## src/rtl/fetch_stage.sv

```systemverilog
// Instruction fetch front end: owns the fetch PC and drives a 1-cycle-latency imem.
// Responses are buffered in a 2-entry FIFO and handed to decode over valid/ready.
module fetch_stage #(
    parameter logic [31:0] RESET_PC   = 32'h0000_0000,
    parameter int          FIFO_DEPTH = 2
) (
    input  logic        clk,
    input  logic        reset,
    output logic        imem_req,
    output logic [31:0] imem_addr,
    input  logic [31:0] imem_rdata,
    input  logic        redirect_valid,
    input  logic [31:0] redirect_pc,
    output logic        v_fetch,
    input  logic        r_fetch,
    output logic        fetch_fire,
    output logic [31:0] fetch_pc,
    output logic [31:0] fetch_instr,
    output logic [31:0] fetch_pc_4,
    output logic [31:0] pc_reg
);

    localparam logic [2:0] DEPTH = 3'(FIFO_DEPTH);

    logic [31:0] r_pc;
    logic [31:0] r_issue_pc;
    logic        r_inflight;
    logic        r_drop;
    logic [31:0] r_q_pc    [2];
    logic [31:0] r_q_instr [2];
    logic [1:0]  r_count;
    logic        r_head;
    logic        r_tail;

    logic        w_rsp;
    logic        w_empty;
    logic        w_byp;
    logic        w_push;
    logic        w_pop;
    logic [2:0]  w_occ;

    assign w_rsp   = r_inflight & ~r_drop;
    assign w_empty = (r_count == 2'd0);
    // An empty FIFO presents the arriving response directly so a request
    // issued in cycle t is visible to decode in t+1.
    assign w_byp   = w_empty & w_rsp;

    assign v_fetch    = ~w_empty | w_rsp;
    assign fetch_fire = v_fetch & r_fetch;

    assign w_occ = {1'b0, r_count} + {2'b00, r_inflight}
                 - {2'b00, fetch_fire};

    assign imem_req  = reset & ~redirect_valid & (w_occ < DEPTH);
    assign imem_addr = r_pc;
    assign pc_reg    = r_pc;

    assign w_push = w_rsp & ~(w_byp & fetch_fire) & ~redirect_valid;
    assign w_pop  = fetch_fire & ~w_empty;

    always_comb begin
        fetch_pc    = r_q_pc[r_head];
        fetch_instr = r_q_instr[r_head];
        if (w_byp) begin
            fetch_pc    = r_issue_pc;
            fetch_instr = imem_rdata;
        end
    end

    assign fetch_pc_4 = fetch_pc + 32'd4;

    always_ff @(posedge clk or negedge reset) begin
        if (!reset) begin
            r_pc         <= RESET_PC;
            r_issue_pc   <= '0;
            r_inflight   <= 1'b0;
            r_drop       <= 1'b0;
            r_q_pc[0]    <= '0;
            r_q_pc[1]    <= '0;
            r_q_instr[0] <= '0;
            r_q_instr[1] <= '0;
            r_count      <= '0;
            r_head       <= 1'b0;
            r_tail       <= 1'b0;
        end else if (redirect_valid) begin
            r_pc       <= redirect_pc;
            r_inflight <= imem_req;
            r_drop     <= 1'b1;
            r_count    <= '0;
            r_head     <= 1'b0;
            r_tail     <= 1'b0;
        end else begin
            r_inflight <= imem_req;
            r_drop     <= 1'b0;
            if (imem_req) begin
                r_pc       <= r_pc + 32'd4;
                r_issue_pc <= r_pc;
            end
            if (w_push) begin
                r_q_pc[r_tail]    <= r_issue_pc;
                r_q_instr[r_tail] <= imem_rdata;
                r_tail            <= ~r_tail;
            end
            if (w_pop) begin
                r_head <= ~r_head;
            end
            unique case ({w_push, w_pop})
                2'b10:   r_count <= r_count + 2'd1;
                2'b01:   r_count <= r_count - 2'd1;
                default: r_count <= r_count;
            endcase
        end
    end

endmodule
```

## config.mk

```make
export PLATFORM = sky130hd
export DESIGN_NAME = fetch_stage
export DESIGN_NICKNAME = d
export VERILOG_FILES = /design/src/rtl/fetch_stage.sv
export SDC_FILE = /design/constraint.sdc
export NUM_CORES = 1
export LEC_CHECK = 0
export CORE_MARGIN = 2
export CORE_UTILIZATION = 55
export CTS_CLUSTER_DIAMETER = 150
export DETAILED_ROUTE_END_ITERATION = 10
export GPL_ROUTABILITY_DRIVEN = 1
export PLACE_DENSITY_LB_ADDON = 0.2
export SYNTH_ARGS = -nofsm -noshare
export SYNTH_HDL_FRONTEND = slang
export SYNTH_SLANG_ARGS = --single-unit
```

## constraint.sdc

```tcl
create_clock -name clk -period 10.48 [get_ports clk]
set_input_delay 2.096 -clock clk [delete_from_list [all_inputs] [get_ports clk]]
set_output_delay 2.096 -clock clk [all_outputs]
set_load 0.05 [all_outputs]
```

==> flow_metrics.tcl <==
set metrics [dict create \
    post-place-ws_ns 3.203 \
    grt_first_pass_wirelength_um 38470 \
    syn_area_um2 10440 \
    numPlacedInstances 1340 \
    slew_violations 0 \
    yosysWarningCount 0 \
    ratio_of_cells_with_drive_above_1_in_the_final_layout_pct 19.44 \
    power.share.clock_pct 21.0 \
    initial_utilization_pct 55.99 \
    finalNonFillerCells 1371 \
    total_cell_area_at_the_placement_stage_um2 12630 \
    timing.critical_path.mode_cell "sky130_fd_sc_hd__clkdlybuf4s50_1" \
    clkTransAtPathRegs_ns 0.07 \
    worstMarginPinSlew_ns 1.046 \
    maxClockFrequency_mhz 137.3 \
    tritoncts.num_buffers 17 \
    net-switching-power_mw 1.348 \
    synth_enable_flop_cells 0 \
    detail_route.first_pass.iterations 5 \
    viasPerCell 5.686 \
    post_route_standard_cell_area_excluding_fillers_um2 13230 \
    post_synth_inst_count 955 \
    design.die.area_um2 20100 \
    postSynth.topFlopCell "sky130_fd_sc_hd__dfrtp_1" \
    synthesis.area_per_instance_um2 10.93 \
    clock-skew-final_ns 0.009823 \
    vias 7796 \
    required_ns 8.38 \
    layout.cells.most_common_list "228 x sky130_fd_sc_hd__clkdlybuf4s50_1, 197 x sky130_fd_sc_hd__dfrtp_1, 166 x sky130_fd_sc_hd__mux2_2" \
    clk_path_buf_depth 2 \
    cts_root_buf "sky130_fd_sc_hd__clkbuf_16" \
    worstPathArrival_ns 5.19 \
    syn_to_final_growth_pct 26.73 \
    ant_nets 0 \
    portBuffers 230 \
    yosysUniqueCellTypes 59 \
    worstSetupPathDepth 8 \
    cts_hold_buf 0 \
    cts-resized-gates 0 \
    worstPathMaxFanout 36 \
    hold_path.class "reg2reg" \
    cp_top_family "buffers and inverters" \
    period_needed_ns 7.282 \
    core.rowCount 50 \
    timing.critical_path.buf_inv 3 \
    clock_network_latency_to_the_later_pin_of_the_worst_skew_pair_ns 0.42 \
    fill_cells 1423 \
    initialDrtViolationCount 346 \
    n_antenna_cell 0 \
    p_total_mw 3.170 \
    setup_viol 0 \
    number_of_levels_the_h_tree_was_split_into 4 \
    final_hold_viol_count 0 \
    path_type_of_the_worst_setup_path "in2out" \
    rsz0062_at_grt "no" \
    power.internal_mw 1.822 \
    postRouteWirelength_um 24150 \
    finalWeightedCongestion 0.8338 \
    power.leakage_nw 5.480 \
    cp_slowest_stage_delay_ns 0.90 \
    layout_setup_ws_ns 3.198 \
    grt_antenna_before_repair 0 \
    core-area_um2 18640 \
    seq_area_um2 4959 \
    grt_pass1_vias 7474 \
    total_negative_setup_slack_ns 0 \
    grt_max_degree 97 \
    critical_path_start_type "primary input" \
    io_pins 231 \
    crit_chain "clkdlybuf4s50_1 > and2_1 > nor2b_1 > fa_1 > nand2_1 > nor3_2 > buf_4 > clkdlybuf4s50_1" \
    critical_path.endpoint_type "output pin" \
    tritoncts "done" \
    multiInputGateArea_um2 4932 \
    syn_nets 1026 \
    cts.sinks 198 \
    final_common_cell "sky130_fd_sc_hd__clkdlybuf4s50_1" \
    drc 0 \
    postLayoutCoreUtil_pct 70.95 \
    grt_use_total_pct 24.16 \
    combinational_fraction_of_design_power_pct 45.3 \
    maximum_vdd_drop_uv 124.8 \
    grt-ovfl-total 0 \
    synth-async-reset-ratio_pct 100.0 \
    sequentialPowerShare_pct 33.7 \
    drv_cap 0 \
    slew-limit-headroom_pct 29.69 \
    die_x_um 141.8 \
    nNetsFinal 1196 \
    run_status "finished, final reports clean" \
    swShare_pct 42.53 \
    synth_sequential_area_ratio_pct 47.47 \
    cell_with_the_biggest_individual_delay_on_the_critical_path "sky130_fd_sc_hd__clkdlybuf4s50_1" \
    floorplan.die.height_um 141.8 \
    hpwl_um 16640 \
    synth-seq-cells 198 \
    postCtsSetupBuffers 0 \
    depth_of_the_most_critical_reg_to_reg_path 11 \
    routed_wl_per_cell_um 17.61 \
    fin_crit_sh_pct 69.49 \
    holdWs_ns 0.5038 \
    hold-path-cell-count 1 \
    p_per_area_nw_per_um2 239.7 \
]
registers in the layout (all words and copies together) (netlist names):
register / cells
imem_addr: 32
r_count: 2
r_drop: 1
r_head: 1
r_inflight: 1
r_issue_pc: 32
r_q_instr: 64
r_q_pc: 64
r_tail: 1
Yosys cell counts (all sizes together), types with 3 or more instances:
master / number / area share (%)
nand3: 22 / 1.1
xor2: 34 / 2.9
a31oi: 3 / 0.18
nor4: 5 / 0.36
inv: 17 / 0.61
xnor2: 24 / 2.0
a2111oi: 3 / 0.49
mux2: 166 / 18
clkbuf: 36 / 1.3
nor3: 17 / 0.82
o21ai: 82 / 3.9
nor2: 35 / 1.3
nand3b: 5 / 0.36
a21oi: 25 / 1.2
mux2i: 62 / 5.9
buf: 54 / 3.5
nand4: 9 / 0.54
nor2b: 6 / 0.36
or3: 3 / 0.18
nand2: 104 / 3.7
and3: 7 / 0.42
dfrtp: 198 / 47
a311oi: 3 / 0.25
layout make-up:
type | instances | share of cell area, %
clock buffers | 20 | 3.377
inverters | 17 | 0.4824
well taps | 234 | 2.213
clock inverters | 11 | 1.135
multi-input cells | 650 | 37.29
repair buffers | 241 | 18.02
flip-flops and latches | 198 | 37.49
power groups by stage:
stage	clock network [mW]	registers, mW	logic, mW
after floorplan	0	1.07	0.978
after global placement	0	1.07	1.43
after detailed placement	0	1.08	1.44
after CTS	0.671	1.07	1.45
after global routing	0.704	1.09	1.51
final	0.664	1.07	1.44
cells by family (layout without fill, tap and decap cells):
| kind of cell | count (synthesis) | count (layout) | share of synthesized area, % |
|---|---|---|---|
| XOR/XNOR | 58 | 58 | 4.867 |
| AND/OR/NAND/NOR | 228 | 228 | 10.51 |
| adder cells (fa/ha/maj) | 3 | 3 | 0.4315 |
| AO/OA/AOI/OAI | 133 | 133 | 7.481 |
| multiplexers | 228 | 228 | 23.86 |
| buffers and inverters | 107 | 289 | 5.382 |
| flip-flops | 198 | 198 | 47.47 |
final timing paths:
check / start / end / slack (ns)
worst max register to register: r_count[0] / imem_addr[30] / 6.88
worst max-delay path: r_fetch / imem_req / 3.20
min in group asynchronous: reset / imem_addr[13] / 1.61
worst min register to register: r_q_pc[56] / r_q_pc[56] / 0.50
max in group asynchronous: reset / r_head / 7.43
worst min-delay path: r_q_pc[56] / r_q_pc[56] / 0.50
routing by layer:
layer | part of all wire (%) | track usage (%) | vias up
met5 | 0 | 0 | -
met4 | 0.93 | 5.474 | 0
met3 | 5.9 | 5.467 | 20
met2 | 46 | 38.53 | 227
met1 | 47 | 34.09 | 3881
li1 | - | - | 3668
Note: power is estimated with default switching activity, not from simulation.
